--- config.mk ---
export PLATFORM = sky130hd
export DESIGN_NAME = frogger_scan_obstacles
export DESIGN_NICKNAME = d
export VERILOG_FILES = /design/src/rtl/frogger_scan_obstacles.sv
export SDC_FILE = /design/constraint.sdc
export NUM_CORES = 1
export LEC_CHECK = 0
export BUFFER_PORTS_ARGS = -buffer_cell sky130_fd_sc_hd__buf_2
export CAP_MARGIN = 20
export CORE_MARGIN = 3
export CORE_UTILIZATION = 40
export DETAILED_ROUTE_END_ITERATION = 12
export HOLD_SLACK_MARGIN = 0.05
export MAX_ROUTING_LAYER = met4
export PLACE_DENSITY = 0.7
export REMOVE_ABC_BUFFERS = 1
export SETUP_SLACK_MARGIN = 0.02
export SYNTH_ARGS = -nofsm -noshare
export SYNTH_HDL_FRONTEND = slang
export SYNTH_SLANG_ARGS = --single-unit
--- constraint.sdc ---
create_clock -name i_Clk -period 2.2 [get_ports i_Clk]
set_clock_uncertainty 0.1 [all_clocks]
set_input_delay 0.22 -clock i_Clk [delete_from_list [all_inputs] [get_ports i_Clk]]
set_output_delay 0.22 -clock i_Clk [all_outputs]
set_load 0.1 [all_outputs]
--- src/rtl/frogger_scan_obstacles.sv ---
// VGA scan-position tracker with one rightward-moving car and one leftward-moving log.
// Re-times the incoming syncs and flags the pixels whose tile matches either obstacle.
module frogger_scan_obstacles #(
    parameter int c_TOTAL_COLS     = 800,
    parameter int c_TOTAL_ROWS     = 525,
    parameter int c_CAR_SPEED      = 1,
    parameter int c_CAR_MAX_X      = 14,
    parameter int c_CAR_SLOW_COUNT = 4000000,
    parameter int c_CAR_INIT_X     = 0,
    parameter int c_CAR_INIT_Y     = 11,
    parameter int c_LOG_SPEED      = 1,
    parameter int c_LOG_MIN_X      = 0,
    parameter int c_LOG_SLOW_COUNT = 4200000,
    parameter int c_LOG_INIT_X     = 13,
    parameter int c_LOG_INIT_Y     = 1
) (
    input  logic       i_Clk,
    input  logic       i_Rst_L,
    input  logic       i_HSync,
    input  logic       i_VSync,
    output logic       o_HSync,
    output logic       o_VSync,
    output logic [9:0] o_Col_Count,
    output logic [9:0] o_Row_Count,
    output logic [4:0] o_Col_Count_Div,
    output logic [4:0] o_Row_Count_Div,
    output logic [5:0] o_Car_X,
    output logic [5:0] o_Car_Y,
    output logic [5:0] o_Log_X,
    output logic [5:0] o_Log_Y,
    output logic       o_Car_Draw,
    output logic       o_Log_Draw
);

    localparam int CarCntW = ($clog2(c_CAR_SLOW_COUNT) > 23) ? $clog2(c_CAR_SLOW_COUNT) : 23;
    localparam int LogCntW = ($clog2(c_LOG_SLOW_COUNT) > 23) ? $clog2(c_LOG_SLOW_COUNT) : 23;

    logic               hsync_q, vsync_q;
    logic [9:0]         col_q, col_d, row_q, row_d;
    logic [CarCntW-1:0] car_cnt_q, car_cnt_d;
    logic [LogCntW-1:0] log_cnt_q, log_cnt_d;
    logic [5:0]         car_x_q, car_x_d, log_x_q, log_x_d;
    logic               frame_start;

    assign frame_start = i_VSync & ~vsync_q;

    always_comb begin
        col_d = col_q;
        row_d = row_q;
        if (frame_start) begin
            col_d = '0;
            row_d = '0;
        end else if (col_q == 10'(c_TOTAL_COLS - 1)) begin
            col_d = '0;
            row_d = (row_q == 10'(c_TOTAL_ROWS - 1)) ? '0 : row_q + 10'd1;
        end else begin
            col_d = col_q + 10'd1;
        end
    end

    always_comb begin
        car_cnt_d = car_cnt_q + CarCntW'(1);
        car_x_d   = car_x_q;
        if (car_cnt_q == CarCntW'(c_CAR_SLOW_COUNT - 1)) begin
            car_cnt_d = '0;
            if (int'(car_x_q) + c_CAR_SPEED >= c_CAR_MAX_X) begin
                car_x_d = 6'(c_CAR_INIT_X);
            end else begin
                car_x_d = car_x_q + 6'(c_CAR_SPEED);
            end
        end
    end

    // Log wraps back to its start column rather than stepping below the floor.
    always_comb begin
        log_cnt_d = log_cnt_q + LogCntW'(1);
        log_x_d   = log_x_q;
        if (log_cnt_q == LogCntW'(c_LOG_SLOW_COUNT - 1)) begin
            log_cnt_d = '0;
            if (int'(log_x_q) <= c_LOG_MIN_X + c_LOG_SPEED - 1) begin
                log_x_d = 6'(c_LOG_INIT_X);
            end else begin
                log_x_d = log_x_q - 6'(c_LOG_SPEED);
            end
        end
    end

    always_ff @(posedge i_Clk or negedge i_Rst_L) begin
        if (!i_Rst_L) begin
            hsync_q   <= 1'b0;
            vsync_q   <= 1'b0;
            col_q     <= '0;
            row_q     <= '0;
            car_cnt_q <= '0;
            log_cnt_q <= '0;
            car_x_q   <= 6'(c_CAR_INIT_X);
            log_x_q   <= 6'(c_LOG_INIT_X);
        end else begin
            hsync_q   <= i_HSync;
            vsync_q   <= i_VSync;
            col_q     <= col_d;
            row_q     <= row_d;
            car_cnt_q <= car_cnt_d;
            log_cnt_q <= log_cnt_d;
            car_x_q   <= car_x_d;
            log_x_q   <= log_x_d;
        end
    end

    assign o_HSync         = hsync_q;
    assign o_VSync         = vsync_q;
    assign o_Col_Count     = col_q;
    assign o_Row_Count     = row_q;
    assign o_Col_Count_Div = col_q[9:5];
    assign o_Row_Count_Div = row_q[9:5];
    assign o_Car_X         = car_x_q;
    assign o_Car_Y         = 6'(c_CAR_INIT_Y);
    assign o_Log_X         = log_x_q;
    assign o_Log_Y         = 6'(c_LOG_INIT_Y);
    assign o_Car_Draw      = ({1'b0, col_q[9:5]} == car_x_q) && ({1'b0, row_q[9:5]} == o_Car_Y);
    assign o_Log_Draw      = ({1'b0, col_q[9:5]} == log_x_q) && ({1'b0, row_q[9:5]} == o_Log_Y);

endmodule

==> impl_results.html, run 1 <==
<table>
<tr><th>Metric</th><th>Value</th></tr>
<tr><th colspan="2">Detailed routing</th></tr>
<tr><td>Wire length after detailed routing</td><td>8.69 mm</td></tr>
<tr><td>Iteration count of the initial detailed-routing pass</td><td>4</td></tr>
<tr><td>Total number of vias</td><td>about 3200</td></tr>
<tr><td>DRC Markers</td><td>0</td></tr>
<tr><td>Routed via count divided by cell count</td><td>5.10</td></tr>
<tr><td>Initial drt markers</td><td>180</td></tr>
<tr><td>Routed length per placed instance</td><td>13.7 um</td></tr>
<tr><td>Number of nets with antenna violations after routing</td><td>0</td></tr>
<tr><th colspan="2">Critical path</th></tr>
<tr><td>Req. time, crit path</td><td>1.88 ns</td></tr>
<tr><td>Endpoint kind of the worst setup timing path</td><td>output pin</td></tr>
<tr><td>Delay of the slowest critical-path stage</td><td>0.44 ns</td></tr>
<tr><td>FF-to-FF path depth</td><td>6</td></tr>
<tr><td>Cell type of the slowest stage on the worst timing path</td><td>sky130_fd_sc_hd__or3b_4</td></tr>
<tr><td>Crit path arrival time</td><td>1.93 ns</td></tr>
<tr><td>Largest driver fanout on the critical path</td><td>7</td></tr>
<tr><td>Worst Setup Start Kind</td><td>register</td></tr>
<tr><td>Most frequent CP cell</td><td>sky130_fd_sc_hd__buf_4</td></tr>
<tr><td>Cell depth of the worst setup path</td><td>5</td></tr>
<tr><td>Kind of cell adding the most delay to the critical path</td><td>simple AND/OR/NAND/NOR gates</td></tr>
<tr><td>Worst path cell trace</td><td>buf_4 &gt; or3b_4 &gt; nor4_4 &gt; buf_4 &gt; buf_12</td></tr>
<tr><td>Worst path bufs/invs</td><td>3</td></tr>
<tr><td>Worst Path Class, Setup</td><td>register to output pin</td></tr>
<tr><th colspan="2">Outcome</th></tr>
<tr><td>Violated checks</td><td>setup timing</td></tr>
<tr><td>Status</td><td>complete, but fails checks</td></tr>
<tr><th colspan="2">Floorplanning</th></tr>
<tr><td>Chip width</td><td>around 110 um</td></tr>
<tr><td>Initial Utilization</td><td>0.421</td></tr>
<tr><td>Die Outline Area</td><td>11800 um^2</td></tr>
<tr><td>Cell row count</td><td>36</td></tr>
<tr><td>Top-level I/O count</td><td>62</td></tr>
<tr><td>Die Ht</td><td>approximately 110 um</td></tr>
<tr><td>Area of the core</td><td>10000 um^2</td></tr>
<tr><th colspan="2">Synthesis</th></tr>
<tr><td>Post-synthesis xor/xnor area fraction</td><td>0.117</td></tr>
<tr><td>Yosys Warn Count</td><td>0</td></tr>
<tr><td>Adder and majority gate portion of the synthesized area</td><td>0.0268</td></tr>
<tr><td>Dominant cells by area after synthesis</td><td>sky130_fd_sc_hd__dfrtp_1 (46%), sky130_fd_sc_hd__xnor2_1 (6.2%), sky130_fd_sc_hd__xor2_1 (5.4%), sky130_fd_sc_hd__buf_4 (4.1%), sky130_fd_sc_hd__nor2_1 (4.0%)</td></tr>
<tr><td>Number of distinct library cell variants in the gate-level netlist after synthesis</td><td>46</td></tr>
<tr><td>Area fraction in compound gates after synthesis</td><td>0.0696</td></tr>
<tr><td>Share of synthesized area spent on multiplexers</td><td>0.0128</td></tr>
<tr><td>Post-synth top area share</td><td>0.458</td></tr>
<tr><td>Register area share after synthesis</td><td>0.477</td></tr>
<tr><td>Average cell area after synthesis</td><td>9.78 um^2</td></tr>
<tr><td>Main combinational cell family by area after synthesis</td><td>simple AND/OR/NAND/NOR gates</td></tr>
<tr><td>Number of instances in the synthesized netlist</td><td>430</td></tr>
<tr><td>Most common flop cell mapped by yosys</td><td>sky130_fd_sc_hd__dfrtp_1</td></tr>
<tr><td>Synth Area in Simple Gates</td><td>0.236</td></tr>
<tr><td>Number of enable flip-flop cells after synthesis</td><td>0</td></tr>
<tr><td>Synthesized flop and latch total</td><td>80</td></tr>
<tr><td>Synth async-reset ratio</td><td>1.00</td></tr>
<tr><td>Post-synth top area cell</td><td>sky130_fd_sc_hd__dfrtp_1</td></tr>
<tr><td>Synthesized cell area</td><td>4210 um^2</td></tr>
<tr><th colspan="2">Finish</th></tr>
<tr><td>Fraction of layout instances using a drive strength above 1</td><td>0.214</td></tr>
<tr><td>Finished layout cell area</td><td>approximately 5000 um^2</td></tr>
<tr><td>Total Nets Final</td><td>509</td></tr>
<tr><td>Util after Layout</td><td>0.497</td></tr>
<tr><td>Number of standard cells in the final layout excluding fillers</td><td>634</td></tr>
<tr><td>Area growth, synth to finish</td><td>18.1%</td></tr>
<tr><td>Antenna diodes</td><td>0</td></tr>
<tr><th colspan="2">Global route</th></tr>
<tr><td>Number of antenna violations at the first check in global routing</td><td>0</td></tr>
<tr><td>Overall overflow remaining after global route</td><td>0</td></tr>
<tr><td>Pin count of the biggest net entering global routing</td><td>50</td></tr>
<tr><td>Wire length of the first global-routing pass</td><td>14.7 mm</td></tr>
<tr><td>Vias in the first global route</td><td>a little over 3000</td></tr>
<tr><td>All-layer global routing usage</td><td>0.161</td></tr>
<tr><th colspan="2">Clock network</th></tr>
<tr><td>Clock-pin slew of the registers on the worst-case setup and hold paths</td><td>around 0.09 ns</td></tr>
<tr><td>Clock insertion delay at the later pin of the skew report</td><td>~0.35 ns</td></tr>
<tr><td>CTS tree</td><td>yes</td></tr>
<tr><td>Number of clock buffers inserted by TritonCTS</td><td>9</td></tr>
<tr><td>CTS H-tree depth</td><td>3</td></tr>
<tr><td>Clock net sink count</td><td>80</td></tr>
<tr><td>CTS Buffer Depth</td><td>2</td></tr>
<tr><td>CTS Root Buffer Type</td><td>sky130_fd_sc_hd__clkbuf_8</td></tr>
<tr><th colspan="2">STA</th></tr>
<tr><td>Final-report setup violation count</td><td>1</td></tr>
<tr><td>Max-slew violation total from the final report</td><td>0</td></tr>
<tr><td>RSZ-0062 raised after global routing</td><td>yes</td></tr>
<tr><td>Period minus WS final</td><td>around 2.2 ns</td></tr>
<tr><td>Worst-Margin Slew</td><td>0.511 ns</td></tr>
<tr><td>Final period util</td><td>1.02</td></tr>
<tr><td>Final hold viol count</td><td>0</td></tr>
<tr><td>Max transition margin</td><td>0.662</td></tr>
<tr><td>Fmax</td><td>0.445 GHz</td></tr>
<tr><td>Worst Setup Slack, final</td><td>-0.0478 ns</td></tr>
<tr><th colspan="2">Placement</th></tr>
<tr><td>Total placed instance area</td><td>4660 um^2</td></tr>
<tr><td>Half-perimeter wire length of the detailed placement result</td><td>between 6 and 7 mm</td></tr>
<tr><td>Placed cells</td><td>613</td></tr>
<tr><td>Weighted congestion at the end of routability-driven global placement</td><td>approximately 0.8</td></tr>
<tr><td>Count of port buffers added during placement</td><td>49</td></tr>
<tr><th colspan="2">Worst hold path</th></tr>
<tr><td>HP Class</td><td>primary input to async pin</td></tr>
<tr><th colspan="2">Pwr</th></tr>
<tr><td>Power per unit of standard cell area</td><td>691 nW/um^2</td></tr>
<tr><td>Worst vdd ir</td><td>between 900 and 1000 uV</td></tr>
<tr><td>Overall power consumption</td><td>between 3 and 4 mW</td></tr>
<tr><td>Leakage power</td><td>approximately 2.4 nW</td></tr>
<tr><th colspan="2">Flow run</th></tr>
<tr><td>Max-capacitance violation count</td><td>0</td></tr>
</table>
[sequential cells by signal, summed over array words and instances (netlist names)]
name / count
o_VSync: 1
car_cnt_q: 23
o_Log_X: 6
o_HSync: 1
o_Car_X: 6
log_cnt_q: 23
o_Row_Count: 10
o_Col_Count: 10
[per-stage QoR]
| stage | setup slack (ns) | hold slack [ns] | TNS [ns] |
|---|---|---|---|
| CTS | -0.210 | 0.258 | -0.210 |
| global placement | 0.104 | 0.0968 | 0 |
| floorplan | -3.53 | -0.176 | -23.72 |
| global route | -0.125 | 0.290 | -0.125 |
| detailed placement | 0.115 | 0.0979 | 0 |
| finish | -0.0478 | 0.246 | -0.0478 |
[worst reg2reg max path, cell delays in order (launching register included)]
cell and delay (ns):
sky130_fd_sc_hd__dfrtp_1 0.40, sky130_fd_sc_hd__buf_4 0.17, sky130_fd_sc_hd__or3_1 0.35, sky130_fd_sc_hd__o31a_1 0.43
sky130_fd_sc_hd__nor2_4 0.25, sky130_fd_sc_hd__a41oi_2 0.14, sky130_fd_sc_hd__a31oi_1 0.16
[power breakdown]
group	total [mW]	switching [mW]	leakage, nW	internal [mW]
Clock	1.19	0.517	0.110	0.668
Combinational	0.660	0.565	1.20	0.0949
Sequential	1.58	0.0654	1.07	1.52
Total	3.43	1.15	2.37	2.28
[kinds of logic after synthesis]
group                      after synthesis
buffers and inverters                   41
muxes                                    5
other                                    2
xor gates and xnor gates                56
DFF                                     80
and+or+nand+nor                        191
AOI/OAI and AO/OA                       46
adders and majority gates                9
[path summary, 6_finish.rpt]
check | from | to | slack, ns
setup / recovery | o_Row_Count[7] | o_Car_Draw | -0.05
hold / removal | i_Rst_L | o_HSync | 0.25
setup reg to reg | o_Col_Count[5] | o_Row_Count[7] | 0.14
hold reg to reg | car_cnt_q[22] | car_cnt_q[22] | 0.39
max in group asynchronous | i_Rst_L | o_Car_X[4] | 1.16
min in group i_Clk | car_cnt_q[22] | car_cnt_q[22] | 0.39
[cell usage after synthesis (5+ instances only)]
| master | number |
|---|---|
| sky130_fd_sc_hd__xor2_1 | 26 |
| sky130_fd_sc_hd__or3_1 | 5 |
| sky130_fd_sc_hd__a21oi_1 | 6 |
| sky130_fd_sc_hd__nand3_1 | 31 |
| sky130_fd_sc_hd__nand2_1 | 43 |
| sky130_fd_sc_hd__nor2_1 | 45 |
| sky130_fd_sc_hd__xnor2_1 | 30 |
| sky130_fd_sc_hd__and4_1 | 8 |
| sky130_fd_sc_hd__buf_4 | 23 |
| sky130_fd_sc_hd__ha_1 | 9 |
| sky130_fd_sc_hd__clkbuf_1 | 6 |
| sky130_fd_sc_hd__and3_1 | 14 |
| sky130_fd_sc_hd__inv_1 | 9 |
| sky130_fd_sc_hd__nand4_1 | 13 |
| sky130_fd_sc_hd__dfrtp_1 | 77 |
| sky130_fd_sc_hd__nor3_1 | 6 |
| sky130_fd_sc_hd__o21ai_0 | 26 |
[timing repair]
item                       4_1_cts  5_1_grt
pin swaps                        5        4
setup endpoints to repair        2        4
hold endpoints to repair        31        0
gates resized for setup          4        5
hold buffers                     3        0
setup buffers                    0        2
[area by class of cell]
class / instances / area (um^2)
fillers: 959 / 5030
well taps: 133 / 166
flip-flops and latches: 80 / 2010
multi-input cells: 319 / 2030
clock inverters: 4 / 70.1
clock buffers: 12 / 145
inverters: 9 / 33.8
repair buffers: 77 / 512
[metal layers]
metal,vias up,wire length (um),global-route usage
li1,1582,-,-
met1,1561,4010,0.210
met2,73,4150,0.246
met3,16,358,0.0400
met4,0,164,0.0523
met5,-,0,-
[placed cells by master, fill, tap and decap left out, types with 5 or more instances in the layout]
cell                       netlist  final
sky130_fd_sc_hd__or3_1           5      5
sky130_fd_sc_hd__clkbuf_8        0     10
sky130_fd_sc_hd__nand4_1        13     13
sky130_fd_sc_hd__nand2_1        43     43
sky130_fd_sc_hd__inv_1           9      9
sky130_fd_sc_hd__nor3_1          6      5
sky130_fd_sc_hd__xor2_1         26     26
sky130_fd_sc_hd__and3_1         14     14
sky130_fd_sc_hd__nand3_1        31     31
sky130_fd_sc_hd__conb_1          2     12
sky130_fd_sc_hd__and4_1          8      8
sky130_fd_sc_hd__buf_4          23     24
sky130_fd_sc_hd__o21ai_0        26     26
sky130_fd_sc_hd__ha_1            9      9
sky130_fd_sc_hd__buf_2           2     46
sky130_fd_sc_hd__nor2_1         45     45
sky130_fd_sc_hd__xnor2_1        30     30
sky130_fd_sc_hd__dfrtp_1        77     77
sky130_fd_sc_hd__a21oi_1         6      6
Note: power is estimated with default switching activity, not from simulation.
==> run 2: changes to the inputs <==
SETUP_SLACK_MARGIN = default   (was 0.02)
==> impl_results.html, run 2 (synthesized netlist as in run 1, its figures left out) <==
<table>
<tr><th>Metric</th><th>Value</th></tr>
<tr><th colspan="2">Outcome</th></tr>
<tr><td>Status</td><td>complete, but fails checks</td></tr>
<tr><td>Violated checks</td><td>setup timing</td></tr>
<tr><th colspan="2">Pwr</th></tr>
<tr><td>Power per unit of standard cell area</td><td>692 nW/um^2</td></tr>
<tr><td>Overall power consumption</td><td>approximately 3.4 mW</td></tr>
<tr><td>Worst vdd ir</td><td>912 uV</td></tr>
<tr><td>Leakage power</td><td>2.37 nW</td></tr>
<tr><th colspan="2">Finish</th></tr>
<tr><td>Total Nets Final</td><td>509</td></tr>
<tr><td>Most common cell after layout, fill and taps aside</td><td>sky130_fd_sc_hd__dfrtp_1</td></tr>
<tr><td>Total area of sequential cells</td><td>2010 um^2</td></tr>
<tr><td>Registers with the most flip-flops</td><td>car_cnt_q x23, log_cnt_q x23</td></tr>
<tr><td>Area growth, synth to finish</td><td>17.9%</td></tr>
<tr><td>Fill cells</td><td>between 900 and 1000</td></tr>
<tr><td>Fraction of layout instances using a drive strength above 1</td><td>0.212</td></tr>
<tr><td>Combined area of the multi-input logic cells</td><td>a little over 2000 um^2</td></tr>
<tr><td>Antenna diodes</td><td>0</td></tr>
<tr><td>Commonest cells after routing, fill and taps aside</td><td>sky130_fd_sc_hd__dfrtp_1 (77), sky130_fd_sc_hd__buf_2 (46), sky130_fd_sc_hd__nor2_1 (45)</td></tr>
<tr><td>Number of standard cells in the final layout excluding fillers</td><td>between 600 and 700</td></tr>
<tr><th colspan="2">Global route</th></tr>
<tr><td>Overall overflow remaining after global route</td><td>0</td></tr>
<tr><td>Peak-usage layer in the global routing report</td><td>met2</td></tr>
<tr><td>Vias in the first global route</td><td>3114</td></tr>
<tr><td>Met1 capacity usage during global routing</td><td>0.210</td></tr>
<tr><td>All-layer global routing usage</td><td>0.160</td></tr>
<tr><td>GR Layer Usage met2</td><td>0.246</td></tr>
<tr><td>Met3 capacity usage during global routing</td><td>0.0400</td></tr>
<tr><td>Wire length of the first global-routing pass</td><td>14.7 mm</td></tr>
<tr><td>Number of antenna violations at the first check in global routing</td><td>0</td></tr>
<tr><td>Pin count of the biggest net entering global routing</td><td>50</td></tr>
<tr><th colspan="2">Detailed routing</th></tr>
<tr><td>DRC Markers</td><td>0</td></tr>
<tr><td>Initial drt markers</td><td>around 140</td></tr>
<tr><td>Routed via count divided by cell count</td><td>5.09</td></tr>
<tr><td>Total number of vias</td><td>between 3000 and 4000</td></tr>
<tr><td>Iteration count of the initial detailed-routing pass</td><td>4</td></tr>
<tr><td>Number of nets with antenna violations after routing</td><td>0</td></tr>
<tr><td>Wire length after detailed routing</td><td>8.66 mm</td></tr>
<tr><td>Routed length per placed instance</td><td>13.7 um</td></tr>
<tr><th colspan="2">Clock network</th></tr>
<tr><td>CTS tree</td><td>yes</td></tr>
<tr><td>Clock-pin slew of the registers on the worst-case setup and hold paths</td><td>about 0.09 ns</td></tr>
<tr><td>Clock net sink count</td><td>80</td></tr>
<tr><td>CTS H-tree depth</td><td>3</td></tr>
<tr><td>CTS Root Buffer Type</td><td>sky130_fd_sc_hd__clkbuf_8</td></tr>
<tr><td>CTS Buffer Depth</td><td>2</td></tr>
<tr><td>Clock insertion delay at the later pin of the skew report</td><td>0.35 ns</td></tr>
<tr><td>Number of clock buffers inserted by TritonCTS</td><td>9</td></tr>
<tr><th colspan="2">STA</th></tr>
<tr><td>Worst Setup Slack, final</td><td>-0.0481 ns</td></tr>
<tr><td>Minimum hold slack</td><td>0.253 ns</td></tr>
<tr><td>Worst-Margin Slew</td><td>roughly 0.51 ns</td></tr>
<tr><td>Setup TNS</td><td>-0.0481 ns</td></tr>
<tr><td>Final hold viol count</td><td>0</td></tr>
<tr><td>Fmax</td><td>0.445 GHz</td></tr>
<tr><td>RSZ-0062 raised after global routing</td><td>yes</td></tr>
<tr><td>Final period util</td><td>1.02</td></tr>
<tr><td>Max transition margin</td><td>0.661</td></tr>
<tr><td>Period minus WS final</td><td>2.25 ns</td></tr>
<tr><td>Final-report setup violation count</td><td>1</td></tr>
<tr><td>Max-slew violation total from the final report</td><td>0</td></tr>
<tr><th colspan="2">Critical path</th></tr>
<tr><td>Critical Path Start</td><td>o_Car_X[1]</td></tr>
<tr><td>Req. time, crit path</td><td>1.88 ns</td></tr>
<tr><td>Crit path arrival time</td><td>1.93 ns</td></tr>
<tr><td>Largest driver fanout on the critical path</td><td>3</td></tr>
<tr><td>Worst Path Class, Setup</td><td>register to output pin</td></tr>
<tr><td>FF-to-FF path depth</td><td>7</td></tr>
<tr><td>Worst Setup Start Kind</td><td>register</td></tr>
<tr><td>Endpoint kind of the worst setup timing path</td><td>output pin</td></tr>
<tr><td>Reg2Reg Launch Point</td><td>o_Row_Count[7]</td></tr>
<tr><th colspan="2">Floorplanning</th></tr>
<tr><td>Area of the core</td><td>10000 um^2</td></tr>
<tr><td>Cell row count</td><td>36</td></tr>
<tr><td>Die Outline Area</td><td>11800 um^2</td></tr>
<tr><td>Top-level I/O count</td><td>between 60 and 70</td></tr>
<tr><td>Chip width</td><td>109 um</td></tr>
<tr><td>Die Ht</td><td>109 um</td></tr>
<tr><td>Initial Utilization</td><td>0.421</td></tr>
<tr><th colspan="2">Placement</th></tr>
<tr><td>Count of port buffers added during placement</td><td>between 40 and 50</td></tr>
<tr><td>Weighted congestion at the end of routability-driven global placement</td><td>0.821</td></tr>
<tr><td>Placed cells</td><td>613</td></tr>
<tr><td>Half-perimeter wire length of the detailed placement result</td><td>6.17 mm</td></tr>
<tr><td>Setup slack after placement</td><td>0.115 ns</td></tr>
<tr><th colspan="2">Flow run</th></tr>
<tr><td>Max-capacitance violation count</td><td>0</td></tr>
<tr><th colspan="2">Worst hold path</th></tr>
<tr><td>HP Class</td><td>primary input to async pin</td></tr>
</table>
[run 2: cell count changes in the layout (fill, tap and decap cells not counted)]
cell                      delta
sky130_fd_sc_hd__a41oi_2     -1
sky130_fd_sc_hd__a41oi_1     +1
[run 2: critical path: stages, from the launching register on]
cell,delay [ns]
sky130_fd_sc_hd__dfrtp_1,0.41
sky130_fd_sc_hd__xor2_1,0.18
sky130_fd_sc_hd__or4_4,0.53
sky130_fd_sc_hd__nor4_4,0.14
sky130_fd_sc_hd__buf_4,0.16
sky130_fd_sc_hd__buf_12,0.16
[run 2: through the flow]
step | area, um^2 | utilization
5_1_grt | 4960 | 0.496
3_5_place_dp | 4660 | 0.466
6_report | 4960 | 0.496
2_1_floorplan | 4030 | -
4_1_cts | 4920 | 0.492
3_3_place_gp | 4660 | 0.466
[run 2: layout make-up]
type,instances,share of cell area
sequential,80,0.404
clock inverter,4,0.0141
timing repair buffer,77,0.103
tap,133,0.0336
multi-input combinational,319,0.409
inverter,9,0.00681
clock buffer,12,0.0293
[run 2: report_power, final]
group	switching, mW	internal (mW)
clock network	0.518	0.668
logic	0.565	0.0950
registers	0.0648	1.52
total	1.15	2.28
[run 2: per-layer routing]
layer	vias up	share of wire
li1	1582	-
met1	1561	0.45
met2	71	0.49
met3	14	0.042
met4	0	0.017
met5	-	0
[run 2: path summary, 6_finish.rpt]
| check | endpoint | slack, ns |
|---|---|---|
| max | o_Car_Draw | -0.05 |
| min | o_HSync | 0.25 |
| max reg2reg | o_Row_Count[7] | 0.13 |
| min reg2reg | car_cnt_q[22] | 0.39 |
| max in group asynchronous | o_Car_X[4] | 1.15 |
| min in group i_Clk | car_cnt_q[22] | 0.39 |
[run 2: what timing repair did]
action	CTS	global route
resized for setup	4	4
pin swaps	4	4
endpoints found under the hold margin	31	0
hold buffers	3	0
setup buffers	0	2
setup endpoints to repair	2	4
==> run 3: changes to the inputs <==
MAX_ROUTING_LAYER = default   (was met4)
REMOVE_ABC_BUFFERS = default   (was 1)
==> impl_results.html, run 3 (synthesized netlist as in run 1, its figures left out) <==
<table>
<tr><th>Metric</th><th>Value</th></tr>
<tr><th colspan="2">Outcome</th></tr>
<tr><td>Status</td><td>complete, but fails checks</td></tr>
<tr><td>Violated checks</td><td>setup timing</td></tr>
<tr><th colspan="2">STA</th></tr>
<tr><td>Final hold viol count</td><td>0</td></tr>
<tr><td>Final-report setup violation count</td><td>1</td></tr>
<tr><td>Worst Setup Slack, final</td><td>-0.207 ns</td></tr>
<tr><td>Period minus WS final</td><td>between 2 and 2.5 ns</td></tr>
<tr><td>Worst-Margin Slew</td><td>roughly 0.53 ns</td></tr>
<tr><td>Max transition margin</td><td>0.650</td></tr>
<tr><td>Final period util</td><td>1.09</td></tr>
<tr><td>Minimum hold slack</td><td>0.241 ns</td></tr>
<tr><td>Max-slew violation total from the final report</td><td>0</td></tr>
<tr><td>Fmax</td><td>0.415 GHz</td></tr>
<tr><td>Setup TNS</td><td>-0.207 ns</td></tr>
<tr><td>RSZ-0062 raised after global routing</td><td>yes</td></tr>
<tr><th colspan="2">Critical path</th></tr>
<tr><td>Kind of cell adding the most delay to the critical path</td><td>simple AND/OR/NAND/NOR gates</td></tr>
<tr><td>Worst path bufs/invs</td><td>1</td></tr>
<tr><td>Critical Path Start</td><td>o_Car_X[0]</td></tr>
<tr><td>Cell depth of the worst setup path</td><td>5</td></tr>
<tr><td>Worst Setup Start Kind</td><td>register</td></tr>
<tr><td>Crit path arrival time</td><td>2.09 ns</td></tr>
<tr><td>Req. time, crit path</td><td>between 1.5 and 2 ns</td></tr>
<tr><td>Largest driver fanout on the critical path</td><td>2</td></tr>
<tr><td>FF-to-FF path depth</td><td>6</td></tr>
<tr><td>Worst setup path end</td><td>o_Car_Draw</td></tr>
<tr><td>Cell type of the slowest stage on the worst timing path</td><td>sky130_fd_sc_hd__dfrtp_4</td></tr>
<tr><td>Setup slack of the worst register-to-register path</td><td>about 0.08 ns</td></tr>
<tr><td>Worst Path Class, Setup</td><td>register to output pin</td></tr>
<tr><td>Endpoint kind of the worst setup timing path</td><td>output pin</td></tr>
<tr><td>Capture instance of the worst register-to-register path</td><td>o_Row_Count[7]</td></tr>
<tr><td>Worst path cell trace</td><td>xnor2_2 &gt; nand3_1 &gt; or4_4 &gt; nor4_4 &gt; buf_12</td></tr>
<tr><td>Reg2Reg Launch Point</td><td>o_Col_Count[6]</td></tr>
<tr><td>Delay of the slowest critical-path stage</td><td>a little under 0.5 ns</td></tr>
<tr><th colspan="2">Finish</th></tr>
<tr><td>Commonest cells after routing, fill and taps aside</td><td>sky130_fd_sc_hd__dfrtp_1 (51), sky130_fd_sc_hd__buf_2 (46), sky130_fd_sc_hd__nor2_1 (45)</td></tr>
<tr><td>Finished layout cell area</td><td>5070 um^2</td></tr>
<tr><td>Total Nets Final</td><td>around 510</td></tr>
<tr><td>Area growth, synth to finish</td><td>20.5%</td></tr>
<tr><td>Fraction of layout instances using a drive strength above 1</td><td>0.274</td></tr>
<tr><td>Antenna diodes</td><td>0</td></tr>
<tr><td>Registers with the most flip-flops</td><td>car_cnt_q x23, log_cnt_q x23</td></tr>
<tr><td>Util after Layout</td><td>0.507</td></tr>
<tr><td>Number of standard cells in the final layout excluding fillers</td><td>630</td></tr>
<tr><td>Most common cell after layout, fill and taps aside</td><td>sky130_fd_sc_hd__dfrtp_1</td></tr>
<tr><th colspan="2">Global route</th></tr>
<tr><td>Vias in the first global route</td><td>3102</td></tr>
<tr><td>Wire length of the first global-routing pass</td><td>between 15 and 20 mm</td></tr>
<tr><td>Overall overflow remaining after global route</td><td>0</td></tr>
<tr><td>Pin count of the biggest net entering global routing</td><td>38</td></tr>
<tr><td>Number of antenna violations at the first check in global routing</td><td>0</td></tr>
<tr><td>All-layer global routing usage</td><td>0.163</td></tr>
<tr><th colspan="2">Clock network</th></tr>
<tr><td>Clock net sink count</td><td>80</td></tr>
<tr><td>CTS Root Buffer Type</td><td>sky130_fd_sc_hd__clkbuf_8</td></tr>
<tr><td>Clock-pin slew of the registers on the worst-case setup and hold paths</td><td>roughly 0.09 ns</td></tr>
<tr><td>Number of clock buffers inserted by TritonCTS</td><td>9</td></tr>
<tr><td>CTS tree</td><td>yes</td></tr>
<tr><td>Clock insertion delay at the later pin of the skew report</td><td>around 0.36 ns</td></tr>
<tr><td>CTS Buffer Depth</td><td>2</td></tr>
<tr><td>CTS H-tree depth</td><td>3</td></tr>
<tr><th colspan="2">Detailed routing</th></tr>
<tr><td>Iteration count of the initial detailed-routing pass</td><td>6</td></tr>
<tr><td>Initial drt markers</td><td>109</td></tr>
<tr><td>Routed via count divided by cell count</td><td>5.12</td></tr>
<tr><td>Number of nets with antenna violations after routing</td><td>0</td></tr>
<tr><td>DRC Markers</td><td>0</td></tr>
<tr><td>Wire length after detailed routing</td><td>9.04 mm</td></tr>
<tr><td>Routed length per placed instance</td><td>14.4 um</td></tr>
<tr><td>Total number of vias</td><td>between 3000 and 4000</td></tr>
<tr><th colspan="2">Placement</th></tr>
<tr><td>Count of port buffers added during placement</td><td>49</td></tr>
<tr><td>Setup slack after placement</td><td>about 0.12 ns</td></tr>
<tr><td>Weighted congestion at the end of routability-driven global placement</td><td>about 0.8</td></tr>
<tr><td>Total placed instance area</td><td>between 4000 and 5000 um^2</td></tr>
<tr><td>Placed cells</td><td>around 600</td></tr>
<tr><td>Half-perimeter wire length of the detailed placement result</td><td>6.52 mm</td></tr>
<tr><th colspan="2">Flow run</th></tr>
<tr><td>Max-capacitance violation count</td><td>0</td></tr>
<tr><th colspan="2">Floorplanning</th></tr>
<tr><td>Chip width</td><td>109 um</td></tr>
<tr><td>Cell row count</td><td>36</td></tr>
<tr><td>Initial Utilization</td><td>0.421</td></tr>
<tr><td>Die Outline Area</td><td>11800 um^2</td></tr>
<tr><td>Die Ht</td><td>109 um</td></tr>
<tr><td>Area of the core</td><td>10000 um^2</td></tr>
<tr><td>Top-level I/O count</td><td>62</td></tr>
<tr><th colspan="2">Pwr</th></tr>
<tr><td>Net switching share of the total power</td><td>0.330</td></tr>
<tr><td>Sequential power share</td><td>0.442</td></tr>
<tr><td>Leakage power</td><td>2.32 nW</td></tr>
<tr><td>Switching power</td><td>1.19 mW</td></tr>
<tr><td>Internal power</td><td>2.42 mW</td></tr>
<tr><td>Power per unit of standard cell area</td><td>712 nW/um^2</td></tr>
<tr><td>Clock share of power</td><td>0.374</td></tr>
<tr><td>Logic pwr share</td><td>0.184</td></tr>
<tr><td>Worst vdd ir</td><td>490 uV</td></tr>
<tr><td>Overall power consumption</td><td>3.61 mW</td></tr>
<tr><th colspan="2">Worst hold path</th></tr>
<tr><td>HP Class</td><td>primary input to async pin</td></tr>
</table>
==> run 3: cell count changes in the layout (fill, tap and decap cells not counted), sizes merged <==
cell	change
buf	-4
bufinv	+1
clkbuf	-2
clkinv	-1
clkinvlp	+1
inv	+1
==> run 3: routing by layer <==
metal / part of all wire / routed length [um] / GRT usage / up-vias
li1: - / - / - / 1573
met1: 0.47 / 4220 / 0.213 / 1590
met2: 0.47 / 4250 / 0.259 / 56
met3: 0.052 / 473 / 0.0472 / 9
met4: 0.012 / 107 / 0.0568 / 0
met5: 0 / 0 / 0 / -
==> run 3: worst register-to-register path: stages, from the launching register on <==
cell and delay [ns]:
sky130_fd_sc_hd__dfrtp_4 0.49, sky130_fd_sc_hd__buf_6 0.14, sky130_fd_sc_hd__or3_4 0.39, sky130_fd_sc_hd__o31a_1 0.40, sky130_fd_sc_hd__nor2_4 0.24, sky130_fd_sc_hd__a41oi_2 0.13, sky130_fd_sc_hd__a31oi_1 0.15
==> run 3: how the worst min path moves through the flow <==
stage / start / endpoint / slack (ns) / cells past startpoint
final: i_Rst_L / car_cnt_q[15] / 0.24 / 2
after global routing: i_Rst_L / car_cnt_q[15] / 0.27 / 2
after CTS: i_Rst_L / car_cnt_q[15] / 0.25 / 2
after detailed placement: i_Rst_L / car_cnt_q[15] / 0.10 / 1
after global placement: i_Rst_L / car_cnt_q[15] / 0.10 / 1
after floorplan: i_Rst_L / car_cnt_q[0] / -0.18 / 0
==> run 3: power by group through the flow <==
| stage | sequential, mW | combinational [mW] | clock [mW] |
|---|---|---|---|
| floorplan | 1.98 | 0.193 | 0 |
| detailed placement | 1.63 | 0.660 | 0 |
| CTS | 1.60 | 0.666 | 1.38 |
| global placement | 1.62 | 0.656 | 0 |
| finish | 1.60 | 0.664 | 1.35 |
| global route | 1.61 | 0.692 | 1.46 |
==> run 3: layout make-up <==
type	count	area, um^2
Timing Repair Buffer	73	482
Fill cell	901	4930
Clock buffer	10	138
Tap cell	133	166
Multi-Input combinational cell	319	2060
Clock inverter	6	115
Sequential cell	80	2070
Inverter	9	33.8
==> run 3: what timing repair did <==
action | 4_1_cts | 5_1_grt
pin swaps | 2 | 4
hold buffers | 3 | 0
buffers inserted | 2 | 3
gates resized for setup | 0 | 5
setup endpoints to repair | 1 | 6
gates cloned | 0 | 0
endpoints found under the hold margin | 32 | 0
